File: config.mk
export PLATFORM = sky130hd
export DESIGN_NAME = multi_channel_timer
export DESIGN_NICKNAME = d
export VERILOG_FILES = /design/src/rtl/multi_channel_timer.sv
export SDC_FILE = /design/constraint.sdc
export NUM_CORES = 1
export LEC_CHECK = 0
export BUFFER_PORTS_ARGS = -buffer_cell sky130_fd_sc_hd__buf_2
export CAP_MARGIN = 25
export CORE_MARGIN = 2
export CORE_UTILIZATION = 46
export CTS_CLUSTER_SIZE = 16
export DETAILED_ROUTE_END_ITERATION = 8
export GPL_TIMING_DRIVEN = 0
export PLACE_DENSITY = 0.65
export SLEW_MARGIN = 40
export SYNTH_ARGS = -nofsm -noshare
export SYNTH_HDL_FRONTEND = slang
export SYNTH_SLANG_ARGS = --single-unit
File: constraint.sdc
create_clock -name clk -period 3.9 [get_ports clk]
set_input_delay 0.78 -clock clk [delete_from_list [all_inputs] [get_ports clk]]
set_output_delay 0.78 -clock clk [all_outputs]
set_load 0.1 [all_outputs]
File: src/rtl/multi_channel_timer.sv
// Multi-channel minute/second timer.
// One shared prescaler produces a fast tick and a slow (1 s) tick. Each channel
// has its own IDLE/RUN/PAUSE/DONE state machine and counts up or down in
// mm:ss. The channel picked by disp_sel is shown as four BCD digits.
module multi_channel_timer #(
    parameter int NCH      = 4,
    parameter int CLK_HZ   = 100000000,
    parameter int FAST_DIV = 100,
    localparam int SELW    = (NCH > 1) ? $clog2(NCH) : 1
) (
    input  logic            clk,
    input  logic            reset_n,
    input  logic [SELW-1:0] ch_sel,
    input  logic            cmd_start,
    input  logic            cmd_pause,
    input  logic            cmd_load,
    input  logic            cmd_clear,
    input  logic [5:0]      set_min,
    input  logic [5:0]      set_sec,
    input  logic            set_up,
    input  logic            set_fast,
    input  logic [SELW-1:0] disp_sel,
    output logic [3:0]      min1,
    output logic [3:0]      min2,
    output logic [3:0]      sec1,
    output logic [3:0]      sec2,
    output logic [NCH-1:0]  running,
    output logic [NCH-1:0]  time_up,
    output logic            any_up
);

    localparam int PDIV = CLK_HZ / FAST_DIV;
    localparam int PW   = (PDIV > 1) ? $clog2(PDIV) : 1;
    localparam int FW   = (FAST_DIV > 1) ? $clog2(FAST_DIV) : 1;

    typedef enum logic [1:0] {
        ST_IDLE  = 2'd0,
        ST_RUN   = 2'd1,
        ST_PAUSE = 2'd2,
        ST_DONE  = 2'd3
    } state_e;

    logic [PW-1:0] pre_q, pre_d;
    logic [FW-1:0] fdiv_q, fdiv_d;
    logic          tick_fast, tick_slow;

    // Ticks are decoded from the counters at their terminal count, so the
    // first tick after reset lands a full period after release.
    assign tick_fast = (pre_q == PW'(PDIV - 1));
    assign tick_slow = tick_fast && (fdiv_q == FW'(FAST_DIV - 1));

    // Prescaler next-state: wrap the cycle counter, count fast ticks.
    always_comb begin
        pre_d  = tick_fast ? '0 : pre_q + PW'(1);
        fdiv_d = fdiv_q;
        if (tick_fast) begin
            fdiv_d = tick_slow ? '0 : fdiv_q + FW'(1);
        end
    end

    // Prescaler registers.
    always_ff @(posedge clk or negedge reset_n) begin
        if (!reset_n) begin
            pre_q  <= '0;
            fdiv_q <= '0;
        end else begin
            pre_q  <= pre_d;
            fdiv_q <= fdiv_d;
        end
    end

    logic [6*NCH-1:0] min_all, sec_all;
    logic [NCH-1:0]   run_all, tu_all;

    for (genvar gi = 0; gi < NCH; gi++) begin : g_ch
        logic [5:0] min_q, min_d, sec_q, sec_d;
        logic       dir_q, dir_d, fast_q, fast_d, tu_q, tu_d;
        state_e     st_q, st_d;
        logic       hit, tick, at_end;
        logic [5:0] nmin, nsec;

        // Channel next-state: any command addressed here wins over a tick.
        always_comb begin
            hit    = (ch_sel == SELW'(gi)) &&
                     (cmd_start || cmd_pause || cmd_load || cmd_clear);
            tick   = fast_q ? tick_fast : tick_slow;
            at_end = dir_q ? (min_q == 6'd59 && sec_q == 6'd59)
                           : (min_q == 6'd0  && sec_q == 6'd0);
            nmin   = min_q;
            nsec   = sec_q;
            if (dir_q) begin
                if (sec_q == 6'd59) begin
                    nsec = 6'd0;
                    nmin = min_q + 6'd1;
                end else begin
                    nsec = sec_q + 6'd1;
                end
            end else begin
                if (sec_q != 6'd0) begin
                    nsec = sec_q - 6'd1;
                end else if (min_q != 6'd0) begin
                    nsec = 6'd59;
                    nmin = min_q - 6'd1;
                end
            end
            min_d  = min_q;
            sec_d  = sec_q;
            dir_d  = dir_q;
            fast_d = fast_q;
            tu_d   = tu_q;
            st_d   = st_q;
            if (hit) begin
                if (cmd_clear) begin
                    min_d = 6'd0;
                    sec_d = 6'd0;
                    st_d  = ST_IDLE;
                    tu_d  = 1'b0;
                end else if (cmd_load) begin
                    min_d  = (set_min > 6'd59) ? 6'd59 : set_min;
                    sec_d  = (set_sec > 6'd59) ? 6'd59 : set_sec;
                    dir_d  = set_up;
                    fast_d = set_fast;
                    st_d   = ST_IDLE;
                    tu_d   = 1'b0;
                end else if (cmd_pause) begin
                    if (st_q == ST_RUN) st_d = ST_PAUSE;
                end else if ((st_q == ST_IDLE || st_q == ST_PAUSE) && !at_end) begin
                    st_d = ST_RUN;
                end
            end else if (st_q == ST_RUN && tick) begin
                min_d = nmin;
                sec_d = nsec;
                if (dir_q ? (nmin == 6'd59 && nsec == 6'd59)
                          : (nmin == 6'd0  && nsec == 6'd0)) begin
                    st_d = ST_DONE;
                    tu_d = 1'b1;
                end
            end
        end

        // Channel registers.
        always_ff @(posedge clk or negedge reset_n) begin
            if (!reset_n) begin
                min_q  <= '0;
                sec_q  <= '0;
                dir_q  <= 1'b0;
                fast_q <= 1'b0;
                tu_q   <= 1'b0;
                st_q   <= ST_IDLE;
            end else begin
                min_q  <= min_d;
                sec_q  <= sec_d;
                dir_q  <= dir_d;
                fast_q <= fast_d;
                tu_q   <= tu_d;
                st_q   <= st_d;
            end
        end

        assign min_all[gi*6 +: 6] = min_q;
        assign sec_all[gi*6 +: 6] = sec_q;
        assign run_all[gi]        = (st_q == ST_RUN);
        assign tu_all[gi]         = tu_q;
    end

    // Split a 0..59 value into tens and units digits.
    function automatic logic [7:0] to_bcd(input logic [5:0] v);
        logic [3:0] tens;
        logic [5:0] base;
        if (v >= 6'd50) begin
            tens = 4'd5; base = 6'd50;
        end else if (v >= 6'd40) begin
            tens = 4'd4; base = 6'd40;
        end else if (v >= 6'd30) begin
            tens = 4'd3; base = 6'd30;
        end else if (v >= 6'd20) begin
            tens = 4'd2; base = 6'd20;
        end else if (v >= 6'd10) begin
            tens = 4'd1; base = 6'd10;
        end else begin
            tens = 4'd0; base = 6'd0;
        end
        return {tens, 4'(v - base)};
    endfunction

    logic [5:0] disp_min, disp_sec;

    // Display mux; a disp_sel beyond the last channel matches nothing and shows zeros.
    always_comb begin
        disp_min = '0;
        disp_sec = '0;
        for (int i = 0; i < NCH; i++) begin
            if (disp_sel == SELW'(i)) begin
                disp_min = min_all[i*6 +: 6];
                disp_sec = sec_all[i*6 +: 6];
            end
        end
    end

    assign {min1, min2} = to_bcd(disp_min);
    assign {sec1, sec2} = to_bcd(disp_sec);
    assign running      = run_all;
    assign time_up      = tu_all;
    assign any_up       = |tu_all;

endmodule
After elaboration in Yosys (flattened, before gate mapping)
Index checks and enable logic that the tools add are counted.

$add $sub $neg: 20. Magnitude comparators: 12. Equality and inequality tests: 44. Muxes and demuxes: 142. Bitwise operators: 1. Reductions and logical operators: 95.

Operators by type and width (number): $mux W6 (62); $eq A6 B6 Y1 const B (16); $logic_not A6 Y1 (16); $mux W2 (36); $add A6 B1 Y6 const B (8); $reduce_bool A6 Y1 (8); $sub A6 B1 Y6 const B (8); $mux W4 (10); $logic_and A1 B1 Y1 (29); $mux W1 (28); $ge A6 B5 Y1 const B (4); $ge A6 B6 Y1 const B (4); $reduce_and A3 Y1 (8); $add A20 B1 Y20 const B (1); $eq A20 B20 Y1 const B (1); $mux W20 (1); $ne A5 B4 Y1 const B (4); $ne A5 B5 Y1 const B (4); $eq A2 B2 Y1 const B (8); $reduce_and A4 Y1 (4); $reduce_bool A2 Y1 (8); $eq A2 B1 Y1 const B (6); $ge A6 B4 Y1 const B (2); $gt A6 B6 Y1 const B (2); other kinds (12) (36).

Register bits: 95. Logic and storage cells: 340.

Longest topological paths before layout
Depth in word-level cells: 12. Gate-level depth with buffers: 13. Mapped depth without buffers: 12.

Least setup slack after synthesis
Ideal clock, no wire load.

Kind: input port to output port. Start point: input disp_sel[1]. End point: output sec2[3]. Data arrival time: 4764 ps. Required time: 3120 ps. Path slack: -1644 ps. Stages: 11. Path buffers: 1. Cells stage by stage: buf_1 mux4_2 nor2_1 nor2_1 mux4_2 ha_1 inv_1 ha_1 o21ai_0 o2111a_1 o21ai_1.

Word-level cells in the longest chain between the ends: 12.

RTL lines: start, declared (RTL line 22) `input logic [SELW-1:0] disp_sel,`; $logic_not A2 Y1 (RTL line 193) `if (disp_sel == SELW'(i)) begin`; $mux W6 (3 in a row) (RTL line 193); $mux W6 (*) (RTL line 193); $ge A6 B4 Y1 (RTL line 178) `end else if (v >= 6'd10) begin`; $mux W4 (RTL line 178); $mux W4 (RTL line 176) `end else if (v >= 6'd20) begin`; $mux W4 (RTL line 174) `end else if (v >= 6'd30) begin`; $mux W4 (RTL line 172) `end else if (v >= 6'd40) begin`; $mux W4 (RTL line 170) `if (v >= 6'd50) begin`; $sub A4 B4 Y4 (*) (RTL line 183) `return {tens, 4'(v - base)};`; end, declared (RTL line 26) `output logic [3:0] sec2,`.

Mark *: on every way between the ends. The rest lies on a longest branch, timed or not.

Worst setup path in the final report
Start point: input disp_sel[0]. End point: output sec2[3].

The elaborated chain is that of the path after synthesis.

==> summary.md <==
| Metric | Value |
|---|---|
| Residual DRC | 0 |
| PwrDens | 650 mW/mm² |
| Longest Clk Path Bufs | 2 |
| Max_slew headroom | between 40% and 50% |
| Row count | 49 |
| Yosys warns | 0 |
| Most used DFF post-synth | dfrtp_1 |
| GP Congestion | between 0.9 and 1 |
| Top cell type by total area after synthesis | dfrtp_1 |
| Synth cell types | 83 |
| H-tree levels | 3 |
| Reg2reg start | g_ch[3].sec_q[0]$_DFFE_PN0P_ |
| DR WL met3 | 2500 µm |
| Post-Syn Area | 0.00843 mm² |
| Register area share after synthesis | ~28% |
| Later-pin clock latency in the skew report | around 0.36 ns |
| VDD IR max | around 1400 µV |
| Cell internal pwr | 2.98 mW |
| Syn Inst Count | approximately 1,100 |
| Setup WS pre-CTS | -0.526 ns |
| Fin. Hold Viols | 0 |
| Total grt overflow | 0 |
| Fin crit share | 105% |
| Vias in the first global route | just under 8,000 |
| Final wirelength | 27,100 µm |
| Setup ws final | -0.194 ns |
| Sequential share of power | about a quarter |
| Dpl cells | roughly 1,400 |
| Crit path time final | around 4 ns |
| Crit Path Class | primary input to output port |
| Diode count | 0 |
| TritonCTS clock tree | yes |
| Post-DP Area | between 0.009 and 0.01 mm² |
| Die Span Y | approximately 140 µm |
| Hold Buf Count CTS | 0 |
| Die width | 139 µm |
| Tot GR Track Use | around 28% |
| Worst-path clk slew | approximately 0.070 ns |
| Data arrival, critical path | roughly 3.3 ns |
| First-pass GRT wire length | ~43,000 µm |
| DR iter-0 viols | around 960 |
| # clock sinks | 95 |
| Clock power frac | between 10 and 15% |
| Pin count of the biggest net entering global routing | 49 |
| Fillers | 1,737 |
| Crit path capture type | output port |
| Pleak | 4.01 nW |
| Initial antenna violation count | 0 |
| CP required | 3.12 ns |
| Failing checks | negative setup slack |
| CTS Root Cell | clkbuf_16 |
| Synthesis-to-layout area growth | 15.1% |
| Switching Share | between 50% and 60% |
| Worst-Margin Slew | about 0.82 ns |
| Max layer used | met4 |
| Status | complete, but fails checks |
| Flop2flop setup slack | roughly 0.54 ns |
| Hpwl dp | approximately 20,000 µm |
| Max-cap violations | 0 |
| Critical Path Source Type | primary input |
| Starting Density | 46.9% |
| Post-route cell area | between 0.009 and 0.01 mm² |
| P_sw | approximately 3.3 mW |
| CTS Buf Count | 9 |
| Critical path peak fanout | 8 |
| Vias | 8,692 |
| Via/cell ratio | just over 6 |
| Drt first pass iters | 5 |
| Comb pwr share | about three fifths |
| Final-report setup violation count | 2 |
| Antenna Nets Post-Route | 0 |
| Reg2Reg Depth | 11 |
| Met2 Wirelength | around 12,000 µm |
| EDFF count, synth | 0 |
| RSZ-0062 raised after global routing | yes |
| Non-filler cells in the finished layout | 1,405 |
| Min-Delay Path Class | primary input to asynchronous set/reset pin |
| Mapped Avg Cell Area | around 7.7 µm² |
| Largest cells by area after synthesis | dfrtp_1 28%, nor2_1 6.5%, nand2_1 5.5% |
| #FFs+latches synth | between 90 and 100 |
| Ys async rst share | 100% |
| Worst R2R End | g_ch[3].st_q[1]$_DFFE_PN0P_ |
| Max Clk Rate | roughly 240 MHz |
| Die Footprint | slightly below 0.02 mm² |
| Core footprint | 0.0180 mm² |
| Final nets | between 1,000 and 1,500 |
| Fin Clk Skew | 0.00869 ns |
| Max-slew violations | 0 |
| Area share of the largest cell type after synthesis | between 20 and 30% |
| Overall Power | around 6.3 mW |
| Met1 Routed Length | ~12,000 µm |
| Ports | between 40 and 50 |
| DR WL/cell | 19.3 µm |
| Layout cells sized above 1 | 15.7% |
| PortBufs | 46 |
-- kinds of logic (layout without fill, tap and decap cells) --
group           count (synthesis)  in the layout  share of synthesized area [%]
compound gates                265            265                           19.6
xor+xnor                       30             30                           3.12
fa+ha+maj                      26             26                           3.86
buf+inv                       115            189                           5.63
flops                          95             95                           28.2
mux                            52             52                           8.82
other cells                     1              2                         0.0445
simple gates                  517            517                           30.7
-- layout make-up --
class                           instances  area (µm²)  share of cell area (%)
Buffer                                 66         317                    3.26
Clock buffer                            9         225                    2.32
Clock inverter                          7        78.8                   0.813
Inverter                               36         143                    1.47
Multi-Input combinational cell        892        5750                    59.3
Sequential cell                        95        2380                    24.6
Tap cell                              229         287                    2.95
Timing Repair Buffer                   71         510                    5.26
-- sequential cells by signal, summed over array words and instances, names as in the netlist --
register / flops
g_ch.st_q: 8
g_ch.sec_q: 24
g_ch.min_q: 24
g_ch.tu_q: 4
g_ch.dir_q: 4
g_ch.fast_q: 4
pre_q: 20
fdiv_q: 7
-- stage by stage --
stage / hold WS, ns / setup TNS, ns / util [%]
after global placement: 0.472 / -1.19 / 50.6
final: 0.305 / -0.362 / 54.0
after detailed placement: 0.480 / -1.29 / 50.9
after global routing: 0.328 / -0.574 / 54.0
after CTS: 0.320 / -0.342 / 53.6
after floorplan: 0.447 / -1.26 / -
-- worst max-delay path by stage --
stage                start       to  slack, ns  cells past startpoint
2_1_floorplan  disp_sel[0]  min2[3]      -0.55                     11
3_3_place_gp   disp_sel[0]  sec2[3]      -0.50                     13
3_5_place_dp   disp_sel[0]  sec2[3]      -0.53                     13
4_1_cts        disp_sel[0]  min2[3]      -0.18                     12
5_1_grt        disp_sel[0]  min2[3]      -0.29                     16
6_report       disp_sel[0]  sec2[3]      -0.19                     12
-- synthesized netlist by cell type (13+ instances only) --
cell      instances
a31oi_1          17
nor3_1           42
mux4_2           16
mux2_2           18
o21ai_0          74
clkbuf_1         61
nand4_1          20
nand3_1          48
xor2_1           17
and3_1           14
o211ai_1         13
nor2_1          147
mux2i_1          18
nand2_1         123
a21oi_1          75
nor2b_1          19
ha_1             26
dfrtp_1          95
xnor2_1          13
nand2b_1         16
inv_1            36
-- power groups by stage --
stage	clock, mW	sequential (mW)	combinational [mW]
floorplan	0	1.31	3.01
global placement	0	1.39	3.63
detailed placement	0	1.40	3.66
CTS	0.943	1.49	3.72
global route	0.985	1.55	4.11
finish	0.933	1.52	3.85
-- routing by layer --
| layer | vias up | track usage [%] |
|---|---|---|
| li1 | 4117 | - |
| met1 | 4079 | 40.2 |
| met2 | 437 | 41.4 |
| met3 | 59 | 5.47 |
| met4 | 0 | 9.73 |
| met5 | - | 0 |
-- layout by cell type, fill, tap and decap left out, types with 14 or more instances in the layout --
cell type    n
nand4_1     20
nand3_1     48
clkbuf_1    44
nor2_1     145
nand2_1    120
a31oi_1     17
nor2b_1     15
mux2i_1     18
mux4_2      16
a21oi_1     75
and3_1      14
nor3_1      41
inv_1       31
nand2b_1    16
mux2_2      18
o21ai_0     72
buf_2       42
buf_4       27
dfrtp_1     90
xor2_1      17
ha_1        22
-- critical path: stages --
cell      delay (ns)
buf_8           0.09
buf_12          0.12
mux4_2          0.58
nor2b_4         0.18
mux4_2          0.50
ha_4            0.18
inv_2           0.05
ha_4            0.18
o21ai_4         0.07
a221oi_4        0.29
o21ai_4         0.10
buf_12          0.17
-- what timing repair did --
item	CTS	global route
setup endpoints to repair	6	5
buffers inserted	20	4
gates resized for setup	25	13
pin swaps	9	3
Note: power is estimated with default switching activity, not from simulation.
